===== src/rtl/mul_div_unit_pkg.sv =====
// Shared definitions for the RV32M multiply/divide unit: default widths,
// funct3 encodings and divider FSM states.
package mul_div_unit_pkg;

  localparam int XLEN_DEF         = 32;
  localparam int ROB_ID_WIDTH_DEF = 5;
  localparam int MUL_STAGES_DEF   = 3;

  typedef enum logic [2:0] {
    OP_MUL    = 3'b000,
    OP_MULH   = 3'b001,
    OP_MULHSU = 3'b010,
    OP_MULHU  = 3'b011,
    OP_DIV    = 3'b100,
    OP_DIVU   = 3'b101,
    OP_REM    = 3'b110,
    OP_REMU   = 3'b111
  } op_e;

  typedef enum logic [1:0] {
    DIV_IDLE = 2'b00,
    DIV_CALC = 2'b01,
    DIV_DONE = 2'b10
  } div_state_e;

  function automatic logic isDivOp(input logic [2:0] op);
    return op[2];
  endfunction

  function automatic logic isSignedDiv(input logic [2:0] op);
    return (op == OP_DIV) || (op == OP_REM);
  endfunction

  function automatic logic isRemOp(input logic [2:0] op);
    return (op == OP_REM) || (op == OP_REMU);
  endfunction

endpackage


===== src/rtl/div_iter.sv =====
// Iterative radix-2 restoring divider. The DONE state doubles as the pending
// result holder until the top acknowledges emission.
module div_iter
  import mul_div_unit_pkg::*;
#(
  parameter int XLEN = XLEN_DEF
) (
  input  logic            i_clk,
  input  logic            i_rstN,
  input  logic            i_adv,
  input  logic            i_flush,
  input  logic            i_start,
  input  logic            i_signed,
  input  logic [XLEN-1:0] i_dataJ,
  input  logic [XLEN-1:0] i_dataK,
  input  logic            i_ack,
  output logic            o_busy,
  output logic            o_done,
  output logic [XLEN-1:0] o_quot,
  output logic [XLEN-1:0] o_rem
);

  localparam int CW = $clog2(XLEN + 1);

  div_state_e      r_state;
  div_state_e      w_nextState;
  logic [CW-1:0]   r_count;
  logic [XLEN-1:0] r_quot;
  logic [XLEN-1:0] r_rem;
  logic [XLEN-1:0] r_divisor;
  logic            r_negQ;
  logic            r_negR;
  logic            r_special;

  logic [XLEN-1:0] w_absJ;
  logic [XLEN-1:0] w_absK;
  logic            w_divZero;
  logic            w_overflow;
  logic [XLEN:0]   w_shift;
  logic [XLEN:0]   w_diff;

  assign w_absJ     = (i_signed && i_dataJ[XLEN-1]) ? (~i_dataJ + 1'b1) : i_dataJ;
  assign w_absK     = (i_signed && i_dataK[XLEN-1]) ? (~i_dataK + 1'b1) : i_dataK;
  assign w_divZero  = ~|i_dataK;
  assign w_overflow = i_signed && (i_dataJ == {1'b1, {(XLEN-1){1'b0}}}) && (&i_dataK);
  assign w_shift    = {r_rem, r_quot[XLEN-1]};
  assign w_diff     = w_shift - {1'b0, r_divisor};

  always_ff @(posedge i_clk or negedge i_rstN) begin
    if (!i_rstN) r_state <= DIV_IDLE;
    else         r_state <= w_nextState;
  end

  always_comb begin
    w_nextState = r_state;
    if (i_adv) begin
      if (i_flush) begin
        w_nextState = DIV_IDLE;
      end else begin
        case (r_state)
          DIV_IDLE: if (i_start) w_nextState = DIV_CALC;
          DIV_CALC: if (r_count == CW'(1)) w_nextState = DIV_DONE;
          DIV_DONE: if (i_ack) w_nextState = DIV_IDLE;
          default:  w_nextState = DIV_IDLE;
        endcase
      end
    end
  end

  always_comb begin
    o_busy = (r_state != DIV_IDLE);
    o_done = (r_state == DIV_DONE);
    o_quot = r_negQ ? (~r_quot + 1'b1) : r_quot;
    o_rem  = r_negR ? (~r_rem + 1'b1) : r_rem;
  end

  // Special cases still spend one CALC cycle so they finish two edges after issue.
  always_ff @(posedge i_clk or negedge i_rstN) begin
    if (!i_rstN) begin
      r_count   <= '0;
      r_quot    <= '0;
      r_rem     <= '0;
      r_divisor <= '0;
      r_negQ    <= 1'b0;
      r_negR    <= 1'b0;
      r_special <= 1'b0;
    end else if (i_adv && !i_flush) begin
      if (r_state == DIV_IDLE && i_start) begin
        r_divisor <= w_absK;
        if (w_divZero) begin
          r_quot    <= '1;
          r_rem     <= i_dataJ;
          r_negQ    <= 1'b0;
          r_negR    <= 1'b0;
          r_count   <= CW'(1);
          r_special <= 1'b1;
        end else if (w_overflow) begin
          r_quot    <= i_dataJ;
          r_rem     <= '0;
          r_negQ    <= 1'b0;
          r_negR    <= 1'b0;
          r_count   <= CW'(1);
          r_special <= 1'b1;
        end else begin
          r_quot    <= w_absJ;
          r_rem     <= '0;
          r_negQ    <= i_signed && (i_dataJ[XLEN-1] ^ i_dataK[XLEN-1]);
          r_negR    <= i_signed && i_dataJ[XLEN-1];
          r_count   <= CW'(XLEN);
          r_special <= 1'b0;
        end
      end else if (r_state == DIV_CALC) begin
        r_count <= r_count - CW'(1);
        if (!r_special) begin
          if (!w_diff[XLEN]) begin
            r_rem  <= w_diff[XLEN-1:0];
            r_quot <= {r_quot[XLEN-2:0], 1'b1};
          end else begin
            r_rem  <= w_shift[XLEN-1:0];
            r_quot <= {r_quot[XLEN-2:0], 1'b0};
          end
        end
      end
    end
  end

endmodule


===== src/rtl/mul_div_unit.sv =====
// RV32M execution unit: pipelined multiplier plus iterative divider sharing one
// result port; multiplier exits win collisions and the divider waits in DONE.
module mul_div_unit
  import mul_div_unit_pkg::*;
#(
  parameter int XLEN         = XLEN_DEF,
  parameter int ROB_ID_WIDTH = ROB_ID_WIDTH_DEF,
  parameter int MUL_STAGES   = MUL_STAGES_DEF
) (
  input  logic                    clk_in,
  input  logic                    rst_n_in,
  input  logic                    rdy_in,
  input  logic                    flush,
  input  logic                    en,
  input  logic [2:0]              op,
  input  logic [ROB_ID_WIDTH-1:0] rob_id,
  input  logic [XLEN-1:0]         data_j,
  input  logic [XLEN-1:0]         data_k,
  output logic                    div_busy,
  output logic                    rdy,
  output logic [ROB_ID_WIDTH-1:0] rob_id_out,
  output logic [XLEN-1:0]         result
);

  logic                    w_issue;
  logic                    w_issueMul;
  logic                    w_issueDiv;
  logic                    w_divBusy;
  logic                    w_divDone;
  logic                    w_divAck;
  logic [XLEN-1:0]         w_divQuot;
  logic [XLEN-1:0]         w_divRem;
  logic                    w_mulExit;
  logic                    w_signJ;
  logic                    w_signK;
  logic [2*XLEN-1:0]       w_mulA;
  logic [2*XLEN-1:0]       w_mulB;
  logic [2*XLEN-1:0]       w_prod;
  logic [XLEN-1:0]         w_mulRes;

  logic                    r_pV   [MUL_STAGES];
  logic [ROB_ID_WIDTH-1:0] r_pTag [MUL_STAGES];
  logic [XLEN-1:0]         r_pRes [MUL_STAGES];
  logic [ROB_ID_WIDTH-1:0] r_divTag;
  logic                    r_divIsRem;
  logic                    r_rdy;
  logic [ROB_ID_WIDTH-1:0] r_robOut;
  logic [XLEN-1:0]         r_result;

  assign w_issue    = en && rdy_in && !flush;
  assign w_issueMul = w_issue && !isDivOp(op);
  assign w_issueDiv = w_issue && isDivOp(op) && !w_divBusy;
  assign w_mulExit  = r_pV[MUL_STAGES-1];
  assign w_divAck   = rdy_in && !flush && w_divDone && !w_mulExit;

  // Sign-extending both operands to 2*XLEN lets one unsigned multiply serve all four variants.
  assign w_signJ  = (op == OP_MULH) || (op == OP_MULHSU);
  assign w_signK  = (op == OP_MULH);
  assign w_mulA   = {{XLEN{w_signJ && data_j[XLEN-1]}}, data_j};
  assign w_mulB   = {{XLEN{w_signK && data_k[XLEN-1]}}, data_k};
  assign w_prod   = w_mulA * w_mulB;
  assign w_mulRes = (op == OP_MUL) ? w_prod[XLEN-1:0] : w_prod[2*XLEN-1:XLEN];

  always_ff @(posedge clk_in or negedge rst_n_in) begin
    if (!rst_n_in) begin
      for (int i = 0; i < MUL_STAGES; i++) begin
        r_pV[i]   <= 1'b0;
        r_pTag[i] <= '0;
        r_pRes[i] <= '0;
      end
    end else if (rdy_in) begin
      if (flush) begin
        for (int i = 0; i < MUL_STAGES; i++) r_pV[i] <= 1'b0;
      end else begin
        r_pV[0]   <= w_issueMul;
        r_pTag[0] <= rob_id;
        r_pRes[0] <= w_mulRes;
        for (int i = 1; i < MUL_STAGES; i++) begin
          r_pV[i]   <= r_pV[i-1];
          r_pTag[i] <= r_pTag[i-1];
          r_pRes[i] <= r_pRes[i-1];
        end
      end
    end
  end

  always_ff @(posedge clk_in or negedge rst_n_in) begin
    if (!rst_n_in) begin
      r_divTag   <= '0;
      r_divIsRem <= 1'b0;
    end else if (w_issueDiv) begin
      r_divTag   <= rob_id;
      r_divIsRem <= isRemOp(op);
    end
  end

  div_iter #(.XLEN(XLEN)) u_divIter (
    .i_clk    (clk_in),
    .i_rstN   (rst_n_in),
    .i_adv    (rdy_in),
    .i_flush  (flush),
    .i_start  (w_issueDiv),
    .i_signed (isSignedDiv(op)),
    .i_dataJ  (data_j),
    .i_dataK  (data_k),
    .i_ack    (w_divAck),
    .o_busy   (w_divBusy),
    .o_done   (w_divDone),
    .o_quot   (w_divQuot),
    .o_rem    (w_divRem)
  );

  // Tag and result keep their last value whenever no op completes.
  always_ff @(posedge clk_in or negedge rst_n_in) begin
    if (!rst_n_in) begin
      r_rdy    <= 1'b0;
      r_robOut <= '0;
      r_result <= '0;
    end else if (rdy_in) begin
      if (flush) begin
        r_rdy <= 1'b0;
      end else if (w_mulExit) begin
        r_rdy    <= 1'b1;
        r_robOut <= r_pTag[MUL_STAGES-1];
        r_result <= r_pRes[MUL_STAGES-1];
      end else if (w_divDone) begin
        r_rdy    <= 1'b1;
        r_robOut <= r_divTag;
        r_result <= r_divIsRem ? w_divRem : w_divQuot;
      end else begin
        r_rdy <= 1'b0;
      end
    end
  end

  assign div_busy   = w_divBusy;
  assign rdy        = r_rdy;
  assign rob_id_out = r_robOut;
  assign result     = r_result;

endmodule

===== config.mk =====
export PLATFORM = sky130hd
export DESIGN_NAME = mul_div_unit
export DESIGN_NICKNAME = d
export VERILOG_FILES = /design/src/rtl/mul_div_unit_pkg.sv /design/src/rtl/div_iter.sv /design/src/rtl/mul_div_unit.sv
export SDC_FILE = /design/constraint.sdc
export NUM_CORES = 2
export LEC_CHECK = 0
export BUFFER_PORTS_ARGS = -buffer_cell sky130_fd_sc_hd__buf_2
export CAP_MARGIN = 20
export CORE_ASPECT_RATIO = 1.75
export CORE_MARGIN = 3
export CORE_UTILIZATION = 30
export CTS_CLUSTER_SIZE = 8
export DETAILED_ROUTE_END_ITERATION = 8
export GPL_ROUTABILITY_DRIVEN = 0
export GPL_TIMING_DRIVEN = 0
export RECOVER_POWER = 25
export SYNTH_ARGS = -nofsm -noshare
export SYNTH_HDL_FRONTEND = slang
export SYNTH_SLANG_ARGS = --single-unit

===== constraint.sdc =====
create_clock -name clk_in -period 4.13 [get_ports clk_in]
set_clock_uncertainty 0.05 [all_clocks]
set_input_delay 0.2065 -clock clk_in [delete_from_list [all_inputs] [get_ports clk_in]]
set_output_delay 0.2065 -clock clk_in [all_outputs]
set_load 0.05 [all_outputs]

# Word level (Yosys, flattened, before mapping)
# Index checks and enable logic that the tools add are counted.
# word_totals
ff_bits	265
output_inout_bits	39
# op_classes
muxes	40
addsub	6
multipliers	1
n_reduce_logical	36
eq_ne	13
bitwise	6
# ops
op	count
2-to-1 mux 32 bit	18
adder 32 x 1 -> 32 bit (second input constant)	4
NOT 32 bit	4
multiplier 33 x 33 -> 64 bit	1
subtractor 33 x 32 -> 33 bit	1
== test 32 bit (second input constant)	1
AND reduction 32 bit	1
OR reduction 32 bit	1
2-to-1 mux 6 bit	4
logical AND 1 bit	16
2-to-1 mux 1 bit	10
2-to-1 mux 5 bit	2
== test 3 bit (second input constant)	3
!= test 3 x 2 -> 1 bit (second input constant)	3
2-to-1 mux 2 bit	4
== test 6 x 1 -> 1 bit (second input constant)	1
one-hot mux 2 bit (3 select lines)	1
AND reduction 2 bit	3
AND reduction 3 bit	2
nonzero test 2 bit	3
subtractor 6 x 1 -> 6 bit (second input constant)	1
logical NOT 1 bit	4
AND reduction 4 bit	1
== test 3 x 1 -> 1 bit (second input constant)	1
other kinds (10)	12

# Depth between registers and ports, before layout
# logic_depth
ltp_word	7
mapped_depth	31
mapped_depth_nobuf	29

# Modules after synthesis
# Synthesis repeated with hierarchy kept, for this count alone.
# hier_totals
hier_cells	6245
hier_area_um2	54469.7
# by_module_without_submodules
module	cells_per_inst	seq_area_each_um2	n_inst	area_each_um2
mul_div_unit	5039	3953.8	1	44935.6
div_iter	1206	2677.6	1	9534.1

# Worst setup path before layout
# No wires, ideal clock.
# synth_path
path_kind	input -> register
startpoint	in data_j[31]
endpoint	reg r_pRes[91] in the netlist's numbering
setup_ns	0.131
path_slack_ns	-4.363
required_ns	3.949
stages	29
arrival_ns	8.312
cell_sequence	clkbuf_1 > nor3b_1 > clkbuf_1 > nand2_1 > fa_1 > fa_1 > inv_1 > fa_1 > inv_1 > fa_1 > inv_1 > fa_1 > fa_1 > fa_1 > inv_1 > fa_1 > inv_1 > ha_1 > clkbuf_1 > a21o_1 > a21o_1 > a21oi_1 > o21ai_0 > a2111oi_0 > a21oi_1 > a221o_1 > a21oi_1 > xor2_1 > o21ai_0
# synth_between
elab_chain_len	3
# synth_lines
element	line	text
from (decl)	mul_div_unit.sv:17	input logic [XLEN-1:0] data_j,
logical AND 1 bit	mul_div_unit.sv:59	assign w_mulA = {{XLEN{w_signJ && data_j[XLEN-1]}}, data_j};
multiplier 33 x 33 -> 64 bit (*)	mul_div_unit.sv:61	assign w_prod = w_mulA * w_mulB;
2-to-1 mux 32 bit (*)	mul_div_unit.sv:62	assign w_mulRes = (op == OP_MUL) ? w_prod[XLEN-1:0] : w_prod[2*XLEN-1:XLEN];
to (signal, indexed assignment)	mul_div_unit.sv:81	r_pRes[i] <= r_pRes[i-1];
to (decl)	mul_div_unit.sv:43	logic [XLEN-1:0] r_pRes [MUL_STAGES];
# Every way passes the cells marked *; elsewhere a longest branch is shown, timed or not.
# A chain may end at the register's enable or synchronous reset.

# Worst setup path after layout
# layout_path
startpoint	in op[0]
endpoint	reg r_pRes[87] in the netlist's numbering
# layout_between
elab_chain_len	5
elab_cells_between_ends	8
# layout_lines
element	line	text
from (decl)	mul_div_unit.sv:15	input logic [2:0] op,
== test 3 x 1 -> 1 bit or == test 3 x 2 -> 1 bit (tied branches)	mul_div_unit.sv:57, mul_div_unit.sv:58	
logical OR 1 bit	mul_div_unit.sv:57	assign w_signJ = (op == OP_MULH) || (op == OP_MULHSU);
logical AND 1 bit	mul_div_unit.sv:59	
multiplier 33 x 33 -> 64 bit	mul_div_unit.sv:61	
2-to-1 mux 32 bit (*)	mul_div_unit.sv:62	
# Marked as above.

==> summary.txt <==
Detailed routing
  • ANT nets after route: 0
  • Final WL: 244 mm
  • Residual DRC: 0
  • Vias: 47600
  • DR pass1 iterations: 8
  • Routed vias/inst: 5.37
  • Drt wl/cell: ~28 um
  • DR iter-0 viols: 4090

Timing
  • RSZ-0062 raised after global routing: true
  • Worst setup margin: -3870 ps
  • Setup violators final: 32
  • Post-layout min period: between 7000 and 8000 ps
  • Slew HR: -0.480
  • Number of hold violations in the final report: 0
  • Max-slew violations: about 150
  • Final TNS setup: -107920 ps
  • Period utilization: 1.94
  • Max Freq: 0.125 GHz
  • Worst-Margin Slew: 2220 ps

Setup path
  • CP endpoint kind: register
  • Crit Path Class: primary input to register
  • Slowest cell on crit path: fa_2
  • Crit path buffers/inverters: 10
  • Crit Path Max Fanout: 7
  • CP dominant cell by count: fa_1
  • Slowest stage delay, CP: 760 ps
  • Startpoint type of the worst setup path: primary input
  • CP Data Required Time: 4510 ps
  • Arrival @ worst endpoint: 8370 ps
  • Top delay family on crit path: adder cells

CTS
  • CTS buffer count: 39
  • Num Clock Sinks: between 200 and 300
  • Clock slew seen by the registers of the worst setup and hold paths: around 50 ps
  • CTS Root Cell: clkbuf_16
  • Number of buffers on the longest clock path: 3
  • CTS H-Tree Depth: 2
  • CTS tree: done
  • Clock latency on the worst-skew pair: 580 ps

GRT
  • Pin count of the biggest net entering global routing: between 100 and 150
  • GR Overflow Total: 0
  • Total Routing Usage GR: 0.264
  • First-pass GRT wire length: 352 mm
  • Initial antenna violation count: 24
  • Vias in the first global route: 52100

Synth
  • Largest cells by area after synthesis: fa_1, dfrtp_1, nand2_1
  • Top cell type's share of synthesized area: 0.417
  • Multiplexer share of the synthesized area: 0.00820
  • Number of flops mapped to enable cells by yosys: 0
  • Mapped Area: 54000 um^2
  • Post-synthesis sequential area ratio: 0.123
  • Synthesized Nets: slightly below 8000
  • Synthesis-stage register bit count: approximately 270
  • Yosys warns: 0
  • Most used standard cell by instance count after synthesis: nand2_1
  • Syn Area/Cell: between 8 and 9 um^2
  • Synth Area in XOR/XNOR: 0.0349
  • Synth Area in Compound Gates: 0.0826
  • Synth unique cells: 75
  • Fraction of registers with async set/reset: 1.00
  • Post-Syn Instances: 6226
  • Synth top cells by count: nand2_1, inv_1, fa_1, and2_1, clkbuf_1
  • Main combinational cell family by area after synthesis: adder cells
  • Post-synthesis adder-cell area fraction: 0.476
  • Simple-gate share of the synthesized area: 0.163
  • Synth area leader: fa_1
  • Ys flop type: dfrtp_1

Floorplanning
  • Die Y: approximately 570 um
  • Core area: 179000 um^2
  • Die area: 185000 um^2
  • Std-Cell Rows: 205
  • Starting Density: 0.303
  • Chip width: 327 um
  • Io pins: ~120

Worst hold path
  • Min-Delay Path Class: primary input to register

Cells and area
  • Fin nets: 7920
  • Non-Filler Instances: 8865
  • Layout Utilization: 0.354
  • # fillers: approximately 18000
  • Layout cells sized above 1: 0.131
  • Area grow syn2layout: 17.0%
  • Post-Layout Inst Area: 63200 um^2

Flow run
  • Max-Cap Viols: 2

Placement
  • Buffers added on ports: 82
  • Area after DPL: 59200 um^2
  • Placed cell count: about 8700
  • HPWL Detailed: 194 mm

Status
  • Failing checks: capacitance limit, slew limit, setup timing
  • Status: finished, violations left
[logic make-up (layout without fill, tap and decap cells)]
| kind of cell | after synthesis | in the layout |
|---|---|---|
| adder cells (fa/ha/maj) | 1378 | 1378 |
| buffers and inverters | 1629 | 1871 |
| flip-flops | 265 | 265 |
| AO/OA/AOI/OAI | 727 | 727 |
| multiplexers | 43 | 43 |
| XOR/XNOR | 215 | 215 |
| AND/OR/NAND/NOR | 1969 | 1969 |
| other | 0 | 17 |
[per-layer routing]
layer | wire (um) | GRT usage | part of all wire | vias to the layer above
met5 | 57 | 0 | 0.00023 | -
met4 | 35000 | 0.290 | 0.14 | 8
met3 | 20400 | 0.0673 | 0.084 | 1379
met2 | 118000 | 0.447 | 0.48 | 2787
met1 | 71000 | 0.245 | 0.29 | 24200
li1 | - | - | - | 19300
[area by class of cell]
| cell class | instances | area [um^2] | area share |
|---|---|---|---|
| antenna | 17 | 42.5 | 0.000673 |
| buffer | 376 | 3280 | 0.0518 |
| clock buffer | 40 | 990 | 0.0157 |
| clock inverter | 4 | 77.6 | 0.00123 |
| inverter | 1242 | 4700 | 0.0743 |
| multi-input combinational | 4332 | 42900 | 0.678 |
| sequential | 265 | 6640 | 0.105 |
| tap | 2380 | 2980 | 0.0471 |
| timing repair buffer | 209 | 1660 | 0.0263 |
[through the flow]
stage,worst slack [ps],hold WS (ps)
after global placement,-5550,380
after global routing,-4000,34.1
final,-3870,52.6
after detailed placement,-5620,62.7
after floorplan,-3830,-139
after CTS,-3840,17.9
[sequential cells by signal, summed over array words and instances, names as in the netlist]
signal,count
w_mulExit,1
u_divIter.r_state,2
r_pRes,96
u_divIter.r_negR,1
result,32
u_divIter.r_divisor,32
u_divIter.r_count,6
u_divIter.r_special,1
r_pV,2
u_divIter.r_negQ,1
u_divIter.r_quot,32
rob_id_out,5
u_divIter.r_rem,32
rdy,1
r_pTag,15
r_divIsRem,1
r_divTag,5
[repair_timing]
action / in CTS / in global routing
hold buffers: 10 / 0
buffers inserted: 71 / 39
setup endpoints to repair: 65 / 55
hold endpoints to repair: 163 / 0
gates resized for setup: 371 / 221
pin swaps: 112 / 121
gates cloned: 0 / 0
[path summary, 6_finish.rpt]
path / startpoint / end / slack (ps) / cells past startpoint
min in group asynchronous: rst_n_in / result[31] / 770 / 2
worst max register to register: u_divIter.r_rem[6] / result[27] / 90 / 10
worst min register to register: r_pRes[63] / r_pRes[31] / 410 / 2
worst min-delay path: data_j[23] / u_divIter.r_rem[23] / 50 / 3
max in group asynchronous: rst_n_in / u_divIter.r_divisor[22] / 160 / 4
worst max-delay path: op[0] / r_pRes[87] / -3870 / 32
[worst min-delay path: stages]
cell and delay, ps:
clkbuf_8 230, a22oi_1 90, o21ai_0 80
[cell usage in the layout, fill, tap and decap left out, types with 31 or more instances in the layout]
cell type and count:
mux2i_1 32, xor2_1 89, buf_6 53, buf_2 99
a21oi_1 144, nand4_1 32, buf_4 104, and2_1 297
clkbuf_4 39, ha_1 223, clkbuf_2 43, fa_2 60
nand2_1 1234, a21oi_2 33, clkbuf_16 58, o31ai_1 31
or3_1 31, dfrtp_1 262, xnor2_1 114, o21ai_0 190
clkbuf_8 64, a21o_1 43, inv_1 1204, o21ai_1 33
nor2_1 155, a211oi_1 34, clkbuf_1 99, fa_1 1066
Power is not shown: default switching activity piles up to over one toggle a cycle in this logic, so the estimate is an artifact.
